===== config.mk =====
export PLATFORM = sky130hd
export DESIGN_NAME = alu_operand_stage
export DESIGN_NICKNAME = d
export VERILOG_FILES = /design/src/rtl/alu_operand_stage.sv
export SDC_FILE = /design/constraint.sdc
export NUM_CORES = 1
export LEC_CHECK = 0
export ABC_AREA = 1
export BUFFER_PORTS_ARGS = -buffer_cell sky130_fd_sc_hd__buf_2
export CORE_AREA = 2 2 113 115
export CTS_BUF_LIST = sky130_fd_sc_hd__clkbuf_2 sky130_fd_sc_hd__clkbuf_4 sky130_fd_sc_hd__clkbuf_8
export CTS_CLUSTER_DIAMETER = 60
export DETAILED_ROUTE_END_ITERATION = 6
export DIE_AREA = 0 0 115 117
export GPL_ROUTABILITY_DRIVEN = 1
export PLACE_DENSITY_LB_ADDON = 0.3
export SLEW_MARGIN = 25
export SYNTH_ARGS = -nofsm -noshare
export SYNTH_HDL_FRONTEND = slang
export SYNTH_SLANG_ARGS = --single-unit

===== constraint.sdc =====
create_clock -name clk -period 2.16 [get_ports clk]
set_clock_uncertainty 0.2 [all_clocks]
set_input_delay 0.108 -clock clk [delete_from_list [all_inputs] [get_ports clk]]
set_output_delay 0.108 -clock clk [all_outputs]
set_load 0.1 [all_outputs]

===== src/rtl/alu_operand_stage.sv =====
// ---------------------------------------------------------------------------
// alu_operand_stage
//
// ID/EX pipeline register sitting directly in front of the ALU. Each accepted
// instruction is decoded (aluop/funct -> 4-bit ALU operation), its operands
// are selected (register value, forwarded value or extended immediate) and
// everything is registered so the ALU sees stable data0/data1/operation on
// its own clock edge. Latency is one cycle.
//
// Configuration macro:
//   ALU_OPERAND_FWD_EN  defined   : EX/MEM and MEM/WB results are forwarded
//                                   onto rs/rt (EX/MEM has priority, r0 never
//                                   forwarded).
//                       undefined : operands come straight from the register
//                                   file; ex_mem_* / mem_wb_* are ignored.
//
// Ports:
//   clk, reset                      clock, synchronous active-high reset
//   in_valid / in_ready             input handshake (in_ready = !stall)
//   stall, flush                    hold all outputs / insert a bubble
//   rs_addr, rt_addr, rd_addr       register indices (rd passed through)
//   rs_data, rt_data                register-file read values
//   imm, sign_ext, alu_src          immediate and its use for operand 1
//   aluop, funct                    operation select
//   ex_mem_*, mem_wb_*              forwarding sources
//   out_valid, data0, data1,
//   operation, store_data,
//   dest_reg, illegal_op            registered outputs to the ALU
// ---------------------------------------------------------------------------
module alu_operand_stage #(
    parameter int DATA_W = 32,
    parameter int REG_AW = 5
) (
    input  logic              clk,
    input  logic              reset,
    input  logic              in_valid,
    output logic              in_ready,
    input  logic              stall,
    input  logic              flush,
    input  logic [REG_AW-1:0] rs_addr,
    input  logic [REG_AW-1:0] rt_addr,
    input  logic [REG_AW-1:0] rd_addr,
    input  logic [DATA_W-1:0] rs_data,
    input  logic [DATA_W-1:0] rt_data,
    input  logic [15:0]       imm,
    input  logic              sign_ext,
    input  logic              alu_src,
    input  logic [1:0]        aluop,
    input  logic [5:0]        funct,
    input  logic              ex_mem_wr_en,
    input  logic [REG_AW-1:0] ex_mem_rd,
    input  logic [DATA_W-1:0] ex_mem_result,
    input  logic              mem_wb_wr_en,
    input  logic [REG_AW-1:0] mem_wb_rd,
    input  logic [DATA_W-1:0] mem_wb_result,
    output logic              out_valid,
    output logic [DATA_W-1:0] data0,
    output logic [DATA_W-1:0] data1,
    output logic [3:0]        operation,
    output logic [DATA_W-1:0] store_data,
    output logic [REG_AW-1:0] dest_reg,
    output logic              illegal_op
);

    localparam logic [3:0] OP_AND = 4'd0;
    localparam logic [3:0] OP_OR  = 4'd1;
    localparam logic [3:0] OP_ADD = 4'd2;
    localparam logic [3:0] OP_SUB = 4'd6;
    localparam logic [3:0] OP_SLT = 4'd7;
    localparam logic [3:0] OP_NOR = 4'd12;

    // ---------------- decode ----------------
    logic [3:0] op_next;
    logic       illegal_next;

    always_comb begin
        op_next      = OP_ADD;
        illegal_next = 1'b0;
        case (aluop)
            2'b00: op_next = OP_ADD;
            2'b01: op_next = OP_SUB;
            2'b11: op_next = OP_OR;
            default: begin
                case (funct)
                    6'b100000: op_next = OP_ADD;
                    6'b100010: op_next = OP_SUB;
                    6'b100100: op_next = OP_AND;
                    6'b100101: op_next = OP_OR;
                    6'b101010: op_next = OP_SLT;
                    6'b100111: op_next = OP_NOR;
                    default: begin
                        op_next      = OP_ADD;
                        illegal_next = 1'b1;
                    end
                endcase
            end
        endcase
    end

    // ---------------- immediate extension ----------------
    logic [DATA_W-1:0] imm_ext;
    assign imm_ext = sign_ext ? {{(DATA_W-16){imm[15]}}, imm}
                              : {{(DATA_W-16){1'b0}}, imm};

    // ---------------- operand forwarding ----------------
    // Index 0 is rs, index 1 is rt.
    logic [REG_AW-1:0] src_addr [2];
    logic [DATA_W-1:0] src_data [2];
    logic [DATA_W-1:0] fwd_data [2];

    assign src_addr[0] = rs_addr;
    assign src_addr[1] = rt_addr;
    assign src_data[0] = rs_data;
    assign src_data[1] = rt_data;

    generate
        for (genvar gi = 0; gi < 2; gi++) begin : g_fwd
`ifdef ALU_OPERAND_FWD_EN
            // The younger result (EX/MEM) wins over MEM/WB; r0 is hard-wired
            // zero in the register file, so a write to it must never leak.
            always_comb begin
                fwd_data[gi] = src_data[gi];
                if (src_addr[gi] != '0) begin
                    if (ex_mem_wr_en && (ex_mem_rd == src_addr[gi]))
                        fwd_data[gi] = ex_mem_result;
                    else if (mem_wb_wr_en && (mem_wb_rd == src_addr[gi]))
                        fwd_data[gi] = mem_wb_result;
                end
            end
`else
            assign fwd_data[gi] = src_data[gi];
`endif
        end
    endgenerate

`ifndef ALU_OPERAND_FWD_EN
    // Forwarding inputs have no function in this build.
    logic unused_fwd_inputs;
    assign unused_fwd_inputs = &{1'b0, ex_mem_wr_en, ex_mem_rd, ex_mem_result,
                                 mem_wb_wr_en, mem_wb_rd, mem_wb_result,
                                 rs_addr, rt_addr};
`endif

    // ---------------- pipeline register ----------------
    logic              valid_reg;
    logic [DATA_W-1:0] data0_reg;
    logic [DATA_W-1:0] data1_reg;
    logic [3:0]        op_reg;
    logic [DATA_W-1:0] store_reg;
    logic [REG_AW-1:0] dest_reg_q;
    logic              illegal_reg;

    assign in_ready = !stall;

    always_ff @(posedge clk) begin
        if (reset) begin
            valid_reg   <= 1'b0;
            data0_reg   <= '0;
            data1_reg   <= '0;
            op_reg      <= OP_ADD;
            store_reg   <= '0;
            dest_reg_q  <= '0;
            illegal_reg <= 1'b0;
        end else if (flush) begin
            // Bubble: operand registers keep their contents.
            valid_reg   <= 1'b0;
            op_reg      <= OP_ADD;
            illegal_reg <= 1'b0;
        end else if (!stall) begin
            if (in_valid) begin
                valid_reg   <= 1'b1;
                data0_reg   <= fwd_data[0];
                data1_reg   <= alu_src ? imm_ext : fwd_data[1];
                op_reg      <= op_next;
                store_reg   <= fwd_data[1];
                dest_reg_q  <= rd_addr;
                illegal_reg <= illegal_next;
            end else begin
                // Idle bubble; illegal_op only ever accompanies a valid output.
                valid_reg   <= 1'b0;
                illegal_reg <= 1'b0;
            end
        end
    end

    assign out_valid  = valid_reg;
    assign data0      = data0_reg;
    assign data1      = data1_reg;
    assign operation  = op_reg;
    assign store_data = store_reg;
    assign dest_reg   = dest_reg_q;
    assign illegal_op = illegal_reg;

endmodule


# Word level (Yosys, flattened, before mapping)
# Index checks and enable logic that the tools add are counted.
# word_totals
regBits,107
elab_cells,32
output_inout_bits,108
input_bits,186
# op_classes
n_bitwise,2
mux,8
eq_ne,8
n_reduce_logical,7
# op_table
operator,n
$mux 32,2
$eq 6x6->1 const B,6
$pmux 4 s5,1
$pmux 4 s3,1
$reduce_or 6->1,1
$mux 1,4
$reduce_and 3->1,1
$reduce_or 3->1,1
$eq 2x1->1 const B,1
$eq 2x2->1 const B,1
$logic_not 2->1,1
$not 1->1,2
$reduce_and 2->1,1
$reduce_or 2->1,1
$logic_not 1->1,1

# Logic depth before layout (Yosys ltp)
# logic_depth
word_depth,5
depth_mapped,8
mapped_depth_nobuf,8

# Worst setup path after synthesis
# Ideal clock, no wire load.
# synth_path
kind,in2reg
startpoint,input stall
endpoint,"register illegal_reg, in the netlist illegal_op"
setup_ps,64
setup_slack_ps,548
required_time_ps,1896
path_stages,7
n_path_buf,0
t_arrival_ps,1348
cell_sequence,inv_1 > nand3_1 > nor2_1 > nand3_1 > nor2_1 > nor2_1 > nor2_1
# synth_rtl
element,line,text
"start, declared",38,"input logic stall,"
"end signal, assigned",177,illegal_reg <= illegal_next;
"end, declared",151,logic illegal_reg;

# Worst setup path in the final report
# layout_path
startpoint,input stall
endpoint,"register data1_reg[5], in the netlist data1[5]"
# layout_between
elab_chain_len,2
# layout_lines
element,line,text
$not 1->1 (no source line),--,
$reduce_and 3->1 (no source line),--,
"end signal, assigned",173,data1_reg <= alu_src ? imm_ext : fwd_data[1];
"end, declared",147,logic [DATA_W-1:0] data1_reg;
# No other way between the ends.
# A chain may end at the register's enable or synchronous reset.

==> results.json <==
{
  "cts_sinks": 107,
  "cp_top_family": "buffers and inverters",
  "totalWireLength_um": 14000,
  "slew_headroom_pct": 46.4,
  "synth-xor-area-share_pct": 0,
  "dieArea_um2": 13500,
  "detail-route-antenna-nets": 0,
  "area_growth_syn_to_layout_pct": 59.5,
  "maxCapViolCount": 0,
  "leakage_nw": 3.03,
  "cp_data_arrival_time_ps": 2210,
  "synth_mux_area_share_pct": 0,
  "min_from": "alu_src",
  "dieWidth_um": 115,
  "drv_slew": 0,
  "syn_inst": 524,
  "power_per_cell_area_nw_per_um2": 718,
  "ios": 294,
  "vias_per_cell": 4.84,
  "vdd_drop_max_uv": 410,
  "cts.path.max_buffers": 2,
  "min_path_type": "in2reg",
  "synth-compound-area-share_pct": 16.2,
  "grt_pass1_wl_um": 21700,
  "cts_tree": "done",
  "overflow": 0,
  "start_util_pct": 32.8,
  "synthArstFlopShare_pct": 0,
  "synth.most_common_cell": "nor2_1",
  "rsz0062_at_grt": "no",
  "max_stage_delay_ps": 570,
  "postCtsSetupBuffers": 0,
  "netlist.area_leader.share_pct": 53.0,
  "criticalPathCategory": "in2reg",
  "r2r_start": "data1[5]",
  "place.gp.congestion": 0.842,
  "multi_input_area_um2": 1630,
  "setup_viol": 0,
  "synth_area_leader_cell": "dfxtp_1",
  "grt_max_degree": 87,
  "endpoint_kind": "register",
  "clk_latency_ps": 370,
  "synth_cell_types": 18,
  "crit_fanout": 37,
  "cts_root_buf": "clkbuf_8",
  "antenna_found_initial": 0,
  "antennaDiodeCount": 0,
  "htreeDepth": 3,
  "cts_buffers": 9,
  "fin_ws_ps": 61.3,
  "synth-edff-count": 0,
  "worst_slew_pin_slew_ps": 804,
  "min_period_over_period_pct": 97.2,
  "period_needed_ps": 2100,
  "drive_gt1_share_pct": 28.6,
  "fillers": 1128,
  "seqCellArea_um2": 2140,
  "first_pass_iters": 4,
  "grt_pass1_vias": 4435,
  "wl_per_cell_um": 14.4,
  "path_cells": "dlygate4sd3_1 > buf_2 > nor2_2 > nand2_4 > inv_6 > o21ai_0 > a31oi_1 > dlygate4sd3_1",
  "core_region_area_um2": 12300,
  "dp_hpwl_um": 8620,
  "die_height_um": 117,
  "path_buf_inv": 4,
  "synthFlopType": "dfxtp_1",
  "synth_area_leaders": "dfxtp_1, nor2_1, nand2_1",
  "grt.total_usage_pct": 20.6,
  "clkTransAtPathRegs_ps": 100,
  "synth_fa_ha_area_share_pct": 0,
  "synth_top_family_by_area": "simple AND/OR/NAND/NOR gates",
  "start_kind": "primary input",
  "critical_path_required_ps": 2270,
  "hold_viol_final": 0,
  "post_synth.cell_area_avg_um2": 7.71,
  "fin_tns_setup_ps": 0,
  "netlist_area_um2": 4040,
  "io_buffers": 207,
  "ys_ff_latch": 107,
  "final_nets": 1005,
  "final_util_pct": 52.4,
  "synth_common_cells": "nor2_1, dfxtp_1, nand2_1",
  "cp_slowest_cell": "dlygate4sd3_1",
  "status": "finished clean",
  "cpMostUsedCell": "dlygate4sd3_1",
  "place_ws_ps": 487,
  "first_iter_violations": 200,
  "ys_seq_area_share_pct": 53.0,
  "drcViolationCount": 0,
  "ys_warn_count": 0,
  "syn_nets": 710,
  "fmax_mhz": 476,
  "rows": 41,
  "startpoint": "stall",
  "yosys.area_share.simple_pct": 24.0,
  "route.vias.total": 4710
}
worst reg2reg max path, stage by stage (launching register included):
cell and delay (ps):
dfxtp_1 330, o21ai_0 230, a31oi_1 70, dlygate4sd3_1 580
power by group:
part / leakage (nW) / switching, mW / internal, mW
registers: 0.873 / 0.0420 / 2.06
clock network: 0.106 / 0.653 / 0.619
logic: 2.05 / 0.919 / 0.336
timing repair:
| action | in CTS | in global routing |
|---|---|---|
| endpoints found under the setup margin | 0 | 4 |
| hold buffers | 107 | 0 |
| gates resized for setup | 0 | 1 |
| endpoints found under the hold margin | 107 | 0 |
logic make-up after synthesis:
logic type	count (synthesis)
buf+inv	52
flops	107
simple gates	242
compound gates	123
cells in the final DEF (no fill, tap or decap), drive strengths merged:
| cell type | netlist | final |
|---|---|---|
| o21ai | 70 | 70 |
| nor2 | 117 | 117 |
| nand3 | 29 | 29 |
| clkbuf | 13 | 13 |
| inv | 14 | 14 |
| dfxtp | 107 | 107 |
| buf | 25 | 215 |
| a31oi | 32 | 32 |
| clkinv | 0 | 1 |
| dlygate4sd3 | 0 | 107 |
| bufinv | 0 | 1 |
| nand4 | 1 | 1 |
| a21oi | 21 | 21 |
| nand2 | 95 | 95 |
layout make-up:
class	count	area share, %
multi-input combinational	365	25.3
clock inverter	2	0.543
timing repair buffer	322	34.6
clock buffer	13	2.58
tap	150	2.91
sequential	107	33.2
inverter	14	0.893
routing by layer:
layer	track usage, %	routed length [µm]
met1	24.3	5910
met2	35.5	6640
met3	5.10	1070
met4	9.16	371
met5	0	0
path summary, 6_finish.rpt:
path | endpoint | slack (ps) | cells past startpoint
setup reg to reg | data1[5] | 650 | 3
setup / recovery | data1[5] | 60 | 8
hold reg to reg | store_data[30] | 260 | 2
hold / removal | data1[8] | 60 | 4
metrics by stage:
| step | power (mW) | instance area [µm²] | hold WS (ps) | std cells |
|---|---|---|---|---|
| floorplan | 2.99 | 4040 | 18.5 | 524 |
| CTS | 4.66 | 6440 | 11.7 | 973 |
| global placement | 3.23 | 5170 | 155 | 851 |
| global route | 4.84 | 6450 | 56.6 | 973 |
| detailed placement | 3.24 | 5170 | 155 | 851 |
| finish | 4.63 | 6450 | 64.0 | 973 |
(Power assumes the default switching activity.)
